==> src/rtl/bet_input_conditioner_pkg.sv <==
// Shared constants and state type for the bet entry front end.
package bet_input_conditioner_pkg;

    localparam int DIGIT_W        = 4;
    localparam int BET_MAX_DIGITS = 5;

    localparam logic [DIGIT_W-1:0] MAX_DIGIT_VALUE = 4'd9;

    typedef enum logic [1:0] {
        ST_COLLECT = 2'd0,
        ST_READY   = 2'd1,
        ST_DONE    = 2'd2
    } bet_state_e;

endpackage

==> src/rtl/bet_input_conditioner_key_debouncer.sv <==
// Debounces one synchronized active-low key and emits a one-cycle press
// event when the debounced level falls. Releases produce no event.
module key_debouncer #(
    parameter int DEBOUNCE_CYCLES = 500000
) (
    input  logic clk,
    input  logic reset,
    input  logic key_n_i,
    output logic press_o
);

    localparam int                CNT_W   = $clog2(DEBOUNCE_CYCLES + 1);
    localparam logic [CNT_W-1:0] CNT_TC  = CNT_W'(DEBOUNCE_CYCLES - 1);
    localparam logic [CNT_W-1:0] CNT_ONE = CNT_W'(1);

    logic             level_q, level_d;
    logic [CNT_W-1:0] cnt_q, cnt_d;
    logic             press_q, press_d;

    // Count consecutive cycles of disagreement; any agreement restarts the count.
    always_comb begin
        level_d = level_q;
        cnt_d   = '0;
        press_d = 1'b0;
        if (key_n_i != level_q) begin
            if (cnt_q == CNT_TC) begin
                level_d = key_n_i;
                press_d = ~key_n_i;
            end else begin
                cnt_d = cnt_q + CNT_ONE;
            end
        end
    end

    // Debounced level starts released; press event is registered.
    always_ff @(posedge clk) begin
        if (reset) begin
            level_q <= 1'b1;
            cnt_q   <= '0;
            press_q <= 1'b0;
        end else begin
            level_q <= level_d;
            cnt_q   <= cnt_d;
            press_q <= press_d;
        end
    end

    assign press_o = press_q;

endmodule

==> src/rtl/bet_input_conditioner.sv <==
// Bet entry front end: synchronizes the digit switches and the two keys,
// debounces the keys, and runs the digit collection sequence that feeds
// the downstream lottery FSM.
module bet_input_conditioner
    import bet_input_conditioner_pkg::*;
#(
    parameter int DEBOUNCE_CYCLES = 500000,
    parameter int MAX_DIGITS      = BET_MAX_DIGITS
) (
    input  logic               clk,
    input  logic               reset,
    input  logic [DIGIT_W-1:0] sw_num,
    input  logic               key_insert_n,
    input  logic               key_finish_n,
    output logic [DIGIT_W-1:0] num,
    output logic               insert,
    output logic               finish,
    output logic [2:0]         digit_count,
    output logic               entry_error
);

    localparam logic [2:0] LAST_DIGIT_IDX = 3'(MAX_DIGITS - 1);
    localparam logic [2:0] COUNT_ONE      = 3'd1;

    logic [DIGIT_W-1:0] sw_meta_q, sw_sync_q;
    logic               ins_meta_q, ins_sync_q;
    logic               fin_meta_q, fin_sync_q;
    logic               ins_press, fin_press;

    bet_state_e         state_q;
    logic [DIGIT_W-1:0] num_q;
    logic               insert_q;
    logic               finish_q;
    logic [2:0]         count_q;
    logic               error_q;

    // Two-flop synchronizers; keys come out of reset released.
    always_ff @(posedge clk) begin
        if (reset) begin
            sw_meta_q  <= '0;
            sw_sync_q  <= '0;
            ins_meta_q <= 1'b1;
            ins_sync_q <= 1'b1;
            fin_meta_q <= 1'b1;
            fin_sync_q <= 1'b1;
        end else begin
            sw_meta_q  <= sw_num;
            sw_sync_q  <= sw_meta_q;
            ins_meta_q <= key_insert_n;
            ins_sync_q <= ins_meta_q;
            fin_meta_q <= key_finish_n;
            fin_sync_q <= fin_meta_q;
        end
    end

    key_debouncer #(
        .DEBOUNCE_CYCLES (DEBOUNCE_CYCLES)
    ) u_insert_db (
        .clk     (clk),
        .reset   (reset),
        .key_n_i (ins_sync_q),
        .press_o (ins_press)
    );

    key_debouncer #(
        .DEBOUNCE_CYCLES (DEBOUNCE_CYCLES)
    ) u_finish_db (
        .clk     (clk),
        .reset   (reset),
        .key_n_i (fin_sync_q),
        .press_o (fin_press)
    );

    // Digit collection FSM with registered outputs. Finish is only honoured
    // in READY, so a simultaneous insert in COLLECT always wins over finish,
    // and in READY the ignored insert does not block the finish request.
    always_ff @(posedge clk) begin
        if (reset) begin
            state_q  <= ST_COLLECT;
            num_q    <= '0;
            insert_q <= 1'b0;
            finish_q <= 1'b0;
            count_q  <= '0;
            error_q  <= 1'b0;
        end else begin
            insert_q <= 1'b0;
            finish_q <= 1'b0;
            case (state_q)
                ST_COLLECT: begin
                    if (ins_press) begin
                        if (sw_sync_q <= MAX_DIGIT_VALUE) begin
                            num_q    <= sw_sync_q;
                            insert_q <= 1'b1;
                            count_q  <= count_q + COUNT_ONE;
                            error_q  <= 1'b0;
                            if (count_q == LAST_DIGIT_IDX) begin
                                state_q <= ST_READY;
                            end
                        end else begin
                            error_q <= 1'b1;
                        end
                    end
                end
                ST_READY: begin
                    if (fin_press) begin
                        finish_q <= 1'b1;
                        state_q  <= ST_DONE;
                    end
                end
                ST_DONE: begin
                    state_q <= ST_DONE;
                end
                default: begin
                    state_q <= ST_COLLECT;
                end
            endcase
        end
    end

    assign num         = num_q;
    assign insert      = insert_q;
    assign finish      = finish_q;
    assign digit_count = count_q;
    assign entry_error = error_q;

endmodule

==> config.mk <==
export PLATFORM = sky130hd
export DESIGN_NAME = bet_input_conditioner
export DESIGN_NICKNAME = d
export VERILOG_FILES = /design/src/rtl/bet_input_conditioner_pkg.sv /design/src/rtl/bet_input_conditioner_key_debouncer.sv /design/src/rtl/bet_input_conditioner.sv
export SDC_FILE = /design/constraint.sdc
export NUM_CORES = 1
export LEC_CHECK = 0
export ABC_AREA = 1
export BUFFER_PORTS_ARGS = -buffer_cell sky130_fd_sc_hd__buf_2
export CAP_MARGIN = 20
export CORE_MARGIN = 1
export CORE_UTILIZATION = 53
export DETAILED_ROUTE_END_ITERATION = 7
export PLACE_DENSITY = 0.71
export REMOVE_ABC_BUFFERS = 1
export SETUP_SLACK_MARGIN = 0.3
export SLEW_MARGIN = 40
export SYNTH_ARGS = -nofsm -noshare
export SYNTH_HDL_FRONTEND = slang
export SYNTH_SLANG_ARGS = --single-unit
==> constraint.sdc <==
create_clock -name clk -period 1.6 [get_ports clk]
set_clock_uncertainty 0.05 [all_clocks]
set_input_delay 0.08 -clock clk [delete_from_list [all_inputs] [get_ports clk]]
set_output_delay 0.08 -clock clk [all_outputs]
set_load 0.05 [all_outputs]
==> flow_summary.json <==
{
  "worstHoldPathType": "primary input to flop",
  "startpoint_type": "flop",
  "ir_worst_vdd_mv": 0.643,
  "num-nets-final": 503,
  "post-route-period-util_pct": 87.0,
  "routed-via-count": 3009,
  "core_area_mm2": 0.00551,
  "fp.dieH_um": 77.4,
  "synth_top_family_by_area": "simple AND/OR/NAND/NOR gates",
  "netlist_instances": 427,
  "ioPinCount": 18,
  "min_period_ps": 1390,
  "synth-compound-area-share_pct": 4.73,
  "worst_slew_pin_slew_ps": 363,
  "hold_viol": 0,
  "initialDrtViolationCount": 237,
  "drv_cap": 0,
  "r2r_start": "u_finish_db.cnt_q[4]",
  "clk_latency_ps": 350,
  "grt_start_max_net_pins": 16,
  "switching_share_pct": 22.2,
  "cp-startpoint": "u_finish_db.cnt_q[4]",
  "end_kind": "flop",
  "ys_types": 22,
  "status": "complete, no violations",
  "ff2ff_path_depth": 5,
  "synth_simple_gate_area_share_pct": 35.3,
  "pwr-share-comb_pct": 2.8,
  "stdcell_count": 565,
  "ys.flop_type": "dfxtp_1",
  "cts_root_buf": "clkbuf_8",
  "wire_per_inst_um": 14.6,
  "port_buffers": 17,
  "synth_area_mm2": 0.00301,
  "antenna_found_initial": 0,
  "yosysSeqAreaShare_pct": 43.8,
  "slew_headroom_pct": 75.6,
  "r2r-end": "u_finish_db.cnt_q[18]",
  "first_pass_iters": 4,
  "finalWeightedCongestion": 0.881,
  "drc": 0,
  "cts_buffers": 9,
  "maxSlewViolCount": 0,
  "rsz0062_at_grt": "yes",
  "yosysWarnings": 0,
  "fin_tns_setup_ps": 0,
  "die_x_um": 77.4,
  "synth_edf_count": 0,
  "netSwitchingPower_w": 0.000746,
  "clockPowerShare_pct": 48.3,
  "min_from": "reset",
  "syn_avg_cell_area_um2": 7.06,
  "synthMuxAreaShare_pct": 0,
  "viasPerCell": 5.33,
  "postLayoutCoreUtil_pct": 77.3,
  "antenna_cells": 0,
  "rows": 27,
  "finalSetupViolations": 0,
  "powerDensity_mw_per_mm2": 789,
  "power_w": 0.00336,
  "routed_wl_um": 8240,
  "clk_pin_slew_worst_paths_ps": 90,
  "htreeDepth": 3,
  "dp.cells": 516,
  "area_growth_pct": 41.2,
  "final_layout_size_suffix_gt1_share_pct": 40.2,
  "grt_use_total_pct": 25.3,
  "synth_fa_ha_area_share_pct": 2.91,
  "synth-xor-area-share_pct": 5.23,
  "rrSetupSlack_ps": 210,
  "cts.sinks": 66,
  "path_max_fanout": 5,
  "power.internal_w": 0.00261,
  "grt_pass1_vias": 2747,
  "pre_cts_slack_ps": 81.5,
  "p_leak_nw": 1.53,
  "start_util_pct": 54.7,
  "grt_pass1_wl_um": 12000,
  "crit_end": "u_finish_db.cnt_q[18]",
  "die_area_mm2": 0.00599,
  "detail-route-antenna-nets": 0,
  "critPathArrivalTime_ps": 1570,
  "synth-seq-cells": 66,
  "cts_tree": "built",
  "ys_async_sr_fraction_pct": 0,
  "setup.worst_path.class": "flop to flop",
  "fin_ws_ps": 208,
  "fmax_mhz": 718,
  "critPathRequiredTime_ps": 1780,
  "place_hpwl_um": 4230,
  "cts_max_path_buffers": 2,
  "overflow": 0,
  "power.share.sequential_pct": 48.9
}
-- cells in the mapped netlist, types with 5 or more instances --
library cell | count | area share (%)
o21ai_0 | 11 | 1.8
nor2_2 | 6 | 1.2
dfxtp_1 | 66 | 44
a21oi_1 | 16 | 2.7
or2_2 | 5 | 1.0
nand2_1 | 100 | 12
ha_1 | 7 | 2.9
xor2_1 | 9 | 2.6
nand3_1 | 27 | 4.5
xnor2_1 | 9 | 2.6
nand4_1 | 8 | 1.7
inv_1 | 55 | 6.8
nor2_1 | 87 | 11
-- through the flow --
| step | cell area [um2] | hold slack (ps) |
|---|---|---|
| 2_1_floorplan | 2980 | 99.1 |
| 3_3_place_gp | 3190 | 222 |
| 3_5_place_dp | 3190 | 221 |
| 4_1_cts | 3770 | 16.5 |
| 5_1_grt | 4260 | 68.2 |
| 6_report | 4260 | 46.1 |
-- cells in the final DEF (no fill, tap or decap), types with 5 or more instances in the layout --
cell	netlist	routed
nand2_1	100	85
nor2_1	87	54
inv_1	55	43
dfxtp_1	66	32
nor2_2	6	23
buf_4	0	22
dfxtp_2	0	21
nand3_1	27	20
buf_2	0	17
nor2_4	0	16
nand2_2	3	13
dfxtp_4	0	13
clkbuf_8	0	10
inv_2	1	9
a21oi_1	16	9
nand3_4	0	8
xnor2_1	9	8
xor2_1	9	8
nand2_4	0	8
nand4_1	8	8
a21oi_2	0	7
o21ai_0	11	7
dlygate4sd3_1	0	6
or2_2	5	5
-- metal layers --
| layer | global-route usage [%] | up-vias | wire (um) |
|---|---|---|---|
| met5 | 0 | - | 0 |
| met4 | 13.8 | 0 | 351 |
| met3 | 6.59 | 40 | 439 |
| met2 | 42.3 | 92 | 4180 |
| met1 | 29.5 | 1422 | 3270 |
| li1 | - | 1455 | - |
-- state kept, by name, indices dropped and copies added, names as in the netlist --
signal and count:
state_q 2, u_insert_db.cnt_q 19, entry_error 1, u_finish_db.level_q 1
fin_sync_q 1, num 4, u_insert_db.press_o 1, ins_meta_q 1
fin_meta_q 1, sw_meta_q 4, u_insert_db.level_q 1, ins_sync_q 1
digit_count 3, u_finish_db.cnt_q 19, u_finish_db.press_o 1, sw_sync_q 4
insert 1, finish 1
-- final cells by class --
type                       instances  area (um2)
sequential                        66        1400
inverter                          56         223
clock inverter                     5        86.3
fill                             361        1250
multi-input combinational        306        1950
tap                               72        90.1
timing repair buffer              49         373
clock buffer                      11         141
-- power by group through the flow --
stage                     Combinational (W)  Clock, W  Sequential [W]
after floorplan                   0.0000283         0         0.00170
after global placement            0.0000541         0         0.00170
after detailed placement          0.0000551         0         0.00170
after CTS                         0.0000770   0.00163         0.00166
after global routing               0.000102   0.00171         0.00164
final                             0.0000935   0.00162         0.00164
-- worst min-delay path by stage --
stage	endpoint	slack [ps]	depth (start not counted)
final	u_finish_db.press_o	50	4
after global routing	u_finish_db.press_o	70	4
after CTS	u_finish_db.press_o	20	4
after detailed placement	ins_meta_q	220	2
after global placement	ins_meta_q	220	2
after floorplan	digit_count[2]	100	1
-- timing repair --
action,CTS,global route
hold endpoints to repair,6,0
hold buffers,6,0
buffers inserted,6,16
pin swaps,13,34
setup endpoints to repair,52,51
gates cloned,4,1
gates resized for setup,63,116
-- critical path: stages (launching register included) --
cell,delay [ps]
dfxtp_4,410
nand4_1,220
nor2_4,210
nand3_4,160
nand2_4,150
a21oi_1,60
-- cell families (layout without fill, tap and decap cells) --
logic type / Yosys count / count (layout)
buf+inv: 60 / 121
xor+xnor: 18 / 18
compound gates: 28 / 28
simple gates: 248 / 253
fa+ha+maj: 7 / 7
flops: 66 / 66
Power figures use the tool's default switching activity.
